## config.mk

```make
export PLATFORM = sky130hd
export DESIGN_NAME = ram_port_arb
export DESIGN_NICKNAME = d
export VERILOG_FILES = /design/src/rtl/ram_arb_pkg.sv /design/src/rtl/rr_arbiter.sv /design/src/rtl/ram_port_arb.sv
export SDC_FILE = /design/constraint.sdc
export NUM_CORES = 1
export LEC_CHECK = 0
export CAP_MARGIN = 25
export CORE_MARGIN = 3
export CORE_UTILIZATION = 25
export DETAILED_ROUTE_END_ITERATION = 6
export DONT_BUFFER_PORTS = 1
export PLACE_DENSITY = 0.39
export SLEW_MARGIN = 20
export SYNTH_ARGS = -nofsm -noshare
export SYNTH_HDL_FRONTEND = slang
export SYNTH_SLANG_ARGS = --single-unit
```

## constraint.sdc

```tcl
create_clock -name clk_clk -period 3.7 [get_ports clk_clk]
set_clock_uncertainty 0.2 [all_clocks]
set_input_delay 0.74 -clock clk_clk [delete_from_list [all_inputs] [get_ports clk_clk]]
set_output_delay 0.74 -clock clk_clk [all_outputs]
set_load 0.1 [all_outputs]
```

## src/rtl/ram_arb_pkg.sv

```systemverilog
// Shared constants for the RAM port arbiter: channel-ID width helper,
// read-latency bounds and the grant-statistics counter width.
package ram_arb_pkg;

  localparam int RD_LAT_MIN = 1;
  localparam int RD_LAT_MAX = 3;
  localparam int STAT_W     = 16;

  function automatic int CH_ID_W(input int num_ch);
    return (num_ch > 1) ? $clog2(num_ch) : 1;
  endfunction

endpackage

```

## src/rtl/rr_arbiter.sv

```systemverilog
// Round-robin grant: search starts one past the last granted channel and the
// pointer moves only when the grant is taken (advance).
module rr_arbiter
  import ram_arb_pkg::*;
#(
  parameter int NUM_CH = 4
) (
  input  logic                          clk_i,
  input  logic                          rst_n_i,
  input  logic [NUM_CH-1:0]             req,
  output logic [NUM_CH-1:0]             grant,
  output logic [CH_ID_W(NUM_CH)-1:0]    grant_id,
  input  logic                          advance
);

  localparam int IDW = CH_ID_W(NUM_CH);

  logic [IDW-1:0] ptr_q, ptr_d;
  logic [IDW-1:0] idx;
  logic           found;

  always_comb begin
    grant    = '0;
    grant_id = '0;
    found    = 1'b0;
    idx      = '0;
    for (int i = 0; i < NUM_CH; i++) begin
      idx = IDW'((32'(ptr_q) + i) % NUM_CH);
      if (!found && req[idx]) begin
        found      = 1'b1;
        grant[idx] = 1'b1;
        grant_id   = idx;
      end
    end
  end

  always_comb begin
    ptr_d = ptr_q;
    if (advance) begin
      ptr_d = (grant_id == IDW'(NUM_CH - 1)) ? '0 : grant_id + IDW'(1);
    end
  end

  always_ff @(posedge clk_i or negedge rst_n_i) begin
    if (!rst_n_i) ptr_q <= '0;
    else          ptr_q <= ptr_d;
  end

endmodule

```

## src/rtl/ram_port_arb.sv

```systemverilog
// Multi-channel single-port RAM arbiter with read-tag pipeline and response
// routing. Optional per-channel grant counters with RAM_ARB_STATS_EN.
module ram_port_arb
  import ram_arb_pkg::*;
#(
  parameter int NUM_CH = 4,
  parameter int ADDR_W = 13,
  parameter int DATA_W = 8,
  parameter int RD_LAT = 1
) (
  input  logic                       clk_clk,
  input  logic                       reset_reset_n,
  input  logic [NUM_CH-1:0]          req_valid,
  output logic [NUM_CH-1:0]          req_ready,
  input  logic [NUM_CH-1:0]          req_write,
  input  logic [NUM_CH*ADDR_W-1:0]   req_address,
  input  logic [NUM_CH*DATA_W-1:0]   req_writedata,
  output logic [NUM_CH-1:0]          rsp_valid,
  output logic [DATA_W-1:0]          rsp_readdata,
  output logic [ADDR_W-1:0]          ram_address,
  output logic                       ram_chipselect,
  output logic                       ram_clken,
  output logic                       ram_write,
  output logic [DATA_W-1:0]          ram_writedata,
  input  logic [DATA_W-1:0]          ram_readdata
`ifdef RAM_ARB_STATS_EN
  ,
  output logic [NUM_CH*STAT_W-1:0]   stat_grant_cnt
`endif
);

  localparam int IDW = CH_ID_W(NUM_CH);

  // Assert asynchronously, release two clk_clk edges after reset_reset_n rises.
  logic [1:0] rst_sync_q;
  logic       rst_n;

  always_ff @(posedge clk_clk or negedge reset_reset_n) begin
    if (!reset_reset_n) rst_sync_q <= '0;
    else                rst_sync_q <= {rst_sync_q[0], 1'b1};
  end
  assign rst_n = rst_sync_q[1];

  logic [NUM_CH-1:0] req_gated;
  logic [NUM_CH-1:0] grant;
  logic [IDW-1:0]    grant_id;
  logic              accept;

  assign req_gated = req_valid & {NUM_CH{rst_n}};
  assign req_ready = grant;
  assign accept    = |grant;

  rr_arbiter #(.NUM_CH(NUM_CH)) u_arb (
    .clk_i    (clk_clk),
    .rst_n_i  (rst_n),
    .req      (req_gated),
    .grant    (grant),
    .grant_id (grant_id),
    .advance  (accept)
  );

  logic [ADDR_W-1:0]     addr_q, addr_d;
  logic [DATA_W-1:0]     wdata_q, wdata_d;
  logic                  cs_q, cs_d;
  logic                  wr_q, wr_d;
  logic [IDW-1:0]        tag_q, tag_d;
  logic [RD_LAT-1:0]     pvld_q, pvld_d;
  logic [RD_LAT*IDW-1:0] pid_q, pid_d;

  // Tag rides alongside the RAM strobe, then shifts RD_LAT stages to meet the data.
  always_comb begin
    addr_d  = addr_q;
    wdata_d = wdata_q;
    cs_d    = accept;
    wr_d    = 1'b0;
    tag_d   = accept ? grant_id : tag_q;
    for (int c = 0; c < NUM_CH; c++) begin
      if (grant[c]) begin
        addr_d  = req_address[c*ADDR_W +: ADDR_W];
        wdata_d = req_writedata[c*DATA_W +: DATA_W];
        wr_d    = req_write[c];
      end
    end
    pvld_d = RD_LAT'({pvld_q, cs_q & ~wr_q});
    pid_d  = (RD_LAT*IDW)'({pid_q, tag_q});
  end

  always_ff @(posedge clk_clk or negedge rst_n) begin
    if (!rst_n) begin
      addr_q  <= '0;
      wdata_q <= '0;
      cs_q    <= 1'b0;
      wr_q    <= 1'b0;
      tag_q   <= '0;
      pvld_q  <= '0;
      pid_q   <= '0;
    end else begin
      addr_q  <= addr_d;
      wdata_q <= wdata_d;
      cs_q    <= cs_d;
      wr_q    <= wr_d;
      tag_q   <= tag_d;
      pvld_q  <= pvld_d;
      pid_q   <= pid_d;
    end
  end

  logic           rsp_hit;
  logic [IDW-1:0] rsp_id;

  assign rsp_hit        = pvld_q[RD_LAT-1];
  assign rsp_id         = pid_q[RD_LAT*IDW-1 -: IDW];
  assign rsp_valid      = rsp_hit ? (NUM_CH'(1) << rsp_id) : '0;
  assign rsp_readdata   = rsp_hit ? ram_readdata : '0;
  assign ram_address    = addr_q;
  assign ram_writedata  = wdata_q;
  assign ram_chipselect = cs_q;
  assign ram_write      = wr_q;
  assign ram_clken      = cs_q | (|pvld_q);

`ifdef RAM_ARB_STATS_EN
  logic [NUM_CH*STAT_W-1:0] stat_q, stat_d;

  always_comb begin
    stat_d = stat_q;
    for (int c = 0; c < NUM_CH; c++) begin
      if (grant[c] && (stat_q[c*STAT_W +: STAT_W] != '1)) begin
        stat_d[c*STAT_W +: STAT_W] = stat_q[c*STAT_W +: STAT_W] + STAT_W'(1);
      end
    end
  end

  always_ff @(posedge clk_clk or negedge rst_n) begin
    if (!rst_n) stat_q <= '0;
    else        stat_q <= stat_d;
  end

  assign stat_grant_cnt = stat_q;
`endif

endmodule

```

==> flow_metrics.env <==
export IMPL_run_status="finished, final reports clean"
export IMPL_die_w_um=106
export IMPL_grt_max_degree=46
export IMPL_synth_edf_count=0
export IMPL_rrSetupSlack_ns=0.26
export IMPL_yosys_register_bits=32
export IMPL_yosysTopAreaCellShare_pct=32.1
export IMPL_worstSetupPathType="flip-flop to output pin"
export IMPL_hold_viol_final=0
export IMPL_synth_top_family_by_area="simple AND/OR/NAND/NOR gates"
export IMPL_dp_hpwl_um=5690
export IMPL_tightest_slew_ns=0.975
export IMPL_relSlewSlack_pct=35.3
export IMPL_cts_tree="yes"
export IMPL_yosys_mux_area_fraction_pct=4.42
export IMPL_clkSinkCount=32
export IMPL_required_ns=2.76
export IMPL_synth_seq_area_share_pct=32.1
export IMPL_grt_util_all_layers_pct=13.7
export IMPL_critical_path_cell_chain="clkinvlp_4 -> ha_4 -> buf_8 -> nor3b_1 -> a22o_1 -> or2_4 -> a221o_1 -> nand2_2 -> clkinvlp_4"
export IMPL_period_minus_slack_ns=3.57
export IMPL_grt_setup_unrepaired="yes"
export IMPL_dr_pass1_iters=4
export IMPL_fillCellCount=1022
export IMPL_cts_clk_slew_worst_paths_ns=0.08
export IMPL_remaining_drc_errors=0
export IMPL_holdWs_ns=0.0584
export IMPL_finalSetupViolations=0
export IMPL_port_buffers=0
export IMPL_async_reset_ff_share_pct=100
export IMPL_antenna_left=0
export IMPL_start_util_pct=26.4
export IMPL_crit_top_cell="clkinvlp_4"
export IMPL_synthesis_area_sq_mm=0.00249
export IMPL_synth_avg_cell_area_sq_um=8.12
export IMPL_synthAdderAreaFrac_pct=4.52
export IMPL_maxSlewViolCount=0
export IMPL_synth_flop_cell="dfrtp_1"
export IMPL_start_kind="flip-flop"
export IMPL_clock_latency_ns=0.28
export IMPL_crit_slowest_cell="clkinvlp_4"
export IMPL_core_sq_mm=0.00946
export IMPL_yosysTopAreaCell="dfrtp_1"
export IMPL_area_growth_pct=18.2
export IMPL_clock_root_buffer="clkbuf_8"
export IMPL_placementRows=35
export IMPL_fmax_mhz=280
export IMPL_syn_num_nets=418
export IMPL_dr_total_vias=2314
export IMPL_drive_gt1_share_pct=16.5
export IMPL_slowest_delay_ns=0.44
export IMPL_cts_buffers=5
export IMPL_final_common_cell="nand2_1"
export IMPL_synth_area_leaders="dfrtp_1, a311o_1, nand2_1"
export IMPL_antenna_found_initial=0
export IMPL_fin_setup_tns_ns=0
export IMPL_path_max_fanout=8
export IMPL_finalCritPeriodShare_pct=96.5
export IMPL_die_h_um=106
export IMPL_h_tree_depth=2
export IMPL_fin_nets=419
export IMPL_dieArea_sq_mm=0.0112
export IMPL_viasPerCell=5.28
export IMPL_grt_pass1_wl_um=12300
export IMPL_first_global_vias=2208
export IMPL_ios=142
export IMPL_n_antenna_cell=0
export IMPL_ys_types=44
export IMPL_synth_compound_area_share_pct=24.0
export IMPL_cts_buffer_depth=2
export IMPL_max_cap_viol_count=0
export IMPL_synth_simple_area_share_pct=28.4
export IMPL_grt_overflow_total=0
export IMPL_hold_path_class="flip-flop to async pin"
export IMPL_drt_total_wl_um=7770
export IMPL_yosysWarnings=0
export IMPL_drtIter0Drc=156
export IMPL_end_kind="output pin"
export IMPL_crit_arrival_ns=2.63
export IMPL_synthXorXnorAreaFrac_pct=0
export IMPL_mostFrequentLayoutCells="nand2_1, dfrtp_1, nor2_1"
export IMPL_gp_congestion=0.747
export IMPL_wire_per_inst_um=17.7
export IMPL_synthCells=307
-- cell type report --
class,count,area [sq um],share of cell area [%]
well taps,129,161,5.48
flip-flops and latches,32,802,27.2
clock inverters,3,42.5,1.44
repair buffers,22,230,7.81
inverters,7,37.5,1.27
multi-input cells,240,1600,54.4
clock buffers,5,68.8,2.34
-- Yosys cell counts (2+ instances only) --
| master | instances |
|---|---|
| a311o_1 | 21 |
| or2_2 | 2 |
| a31oi_1 | 22 |
| nand2_1 | 53 |
| o21ai_0 | 8 |
| clkbuf_1 | 18 |
| mux2_1 | 3 |
| and2_1 | 8 |
| dfrtp_1 | 32 |
| o31a_1 | 2 |
| o211a_1 | 2 |
| inv_1 | 7 |
| a21oi_1 | 5 |
| mux2i_1 | 2 |
| nand3b_1 | 3 |
| or3b_2 | 3 |
| nor2_1 | 26 |
| buf_6 | 2 |
| mux4_2 | 2 |
| o21a_1 | 4 |
| nor3b_1 | 3 |
| nor2b_1 | 22 |
| buf_2 | 7 |
| and3_1 | 2 |
| ha_1 | 9 |
| nand3_1 | 21 |
-- sequential cells by signal, indices dropped and copies added, names as in the netlist --
signal,flops
u_arb.ptr_q,2
rst_sync_q,2
ram_chipselect,1
pid_q,2
pvld_q,1
pid_d,2
ram_write,1
ram_writedata,8
ram_address,13
-- worst paths after layout --
kind / from / cells after the start / endpoint
setup reg to reg: u_arb.ptr_q[0]$_DFFE_PN0P_ / 11 / ram_write$_DFF_PN0_
hold reg to reg: rst_sync_q[1]$_DFF_PN0_ / 0 / u_arb.ptr_q[1]$_DFFE_PN0P_
min in group clk_clk: rst_sync_q[0]$_DFF_PN0_ / 0 / rst_sync_q[1]$_DFF_PN0_
hold / removal: rst_sync_q[1]$_DFF_PN0_ / 0 / u_arb.ptr_q[1]$_DFFE_PN0P_
setup / recovery: u_arb.ptr_q[0]$_DFFE_PN0P_ / 9 / req_ready[3]
max in group asynchronous: rst_sync_q[1]$_DFF_PN0_ / 1 / ram_address[1]$_DFFE_PN0P_
-- metrics by stage --
stage	utilization, %	setup slack [ns]	instances	instance area, sq um
6_report	31.2	0.128	438	2950
5_1_grt	31.2	-0.0189	438	2950
4_1_cts	30.8	0.00281	434	2910
3_5_place_dp	29.3	0.250	423	2770
3_3_place_gp	29.3	0.275	423	2770
2_1_floorplan	-	-0.00312	307	2570
-- worst max-delay path: cells and delay by family (launching register included) --
| kind | cells | cell delay [ns] |
|---|---|---|
| AOI/OAI and AO/OA | 2 | 0.55 |
| DFF | 1 | 0.40 |
| buffers and inverters | 3 | 0.69 |
| and+or+nand+nor | 3 | 0.47 |
| adders and majority gates | 1 | 0.23 |
-- layer usage --
layer,track usage [%],part of all wire [%]
met3,5.27,9.3
met2,20.7,45
met1,18.9,45
met4,2.22,0.64
met5,0,0
-- timing repair --
action / CTS / global route
setup buffers: 2 / 4
hold buffers: 1 / 0
gates resized for setup: 3 / 2
endpoints found under the hold margin: 2 / 0
endpoints found under the setup margin: 1 / 3
pin swaps: 3 / 5
-- cell families (layout without fill, tap and decap cells) --
group / Yosys count / count (layout)
mux: 8 / 8
buf+inv: 35 / 37
flops: 32 / 32
simple gates: 146 / 146
fa+ha+maj: 9 / 9
compound gates: 76 / 76
other cells: 1 / 1
Power is left out: the tool's default activity adds up to more than one toggle a clock period on the data nets, which glitch-free logic cannot reach.
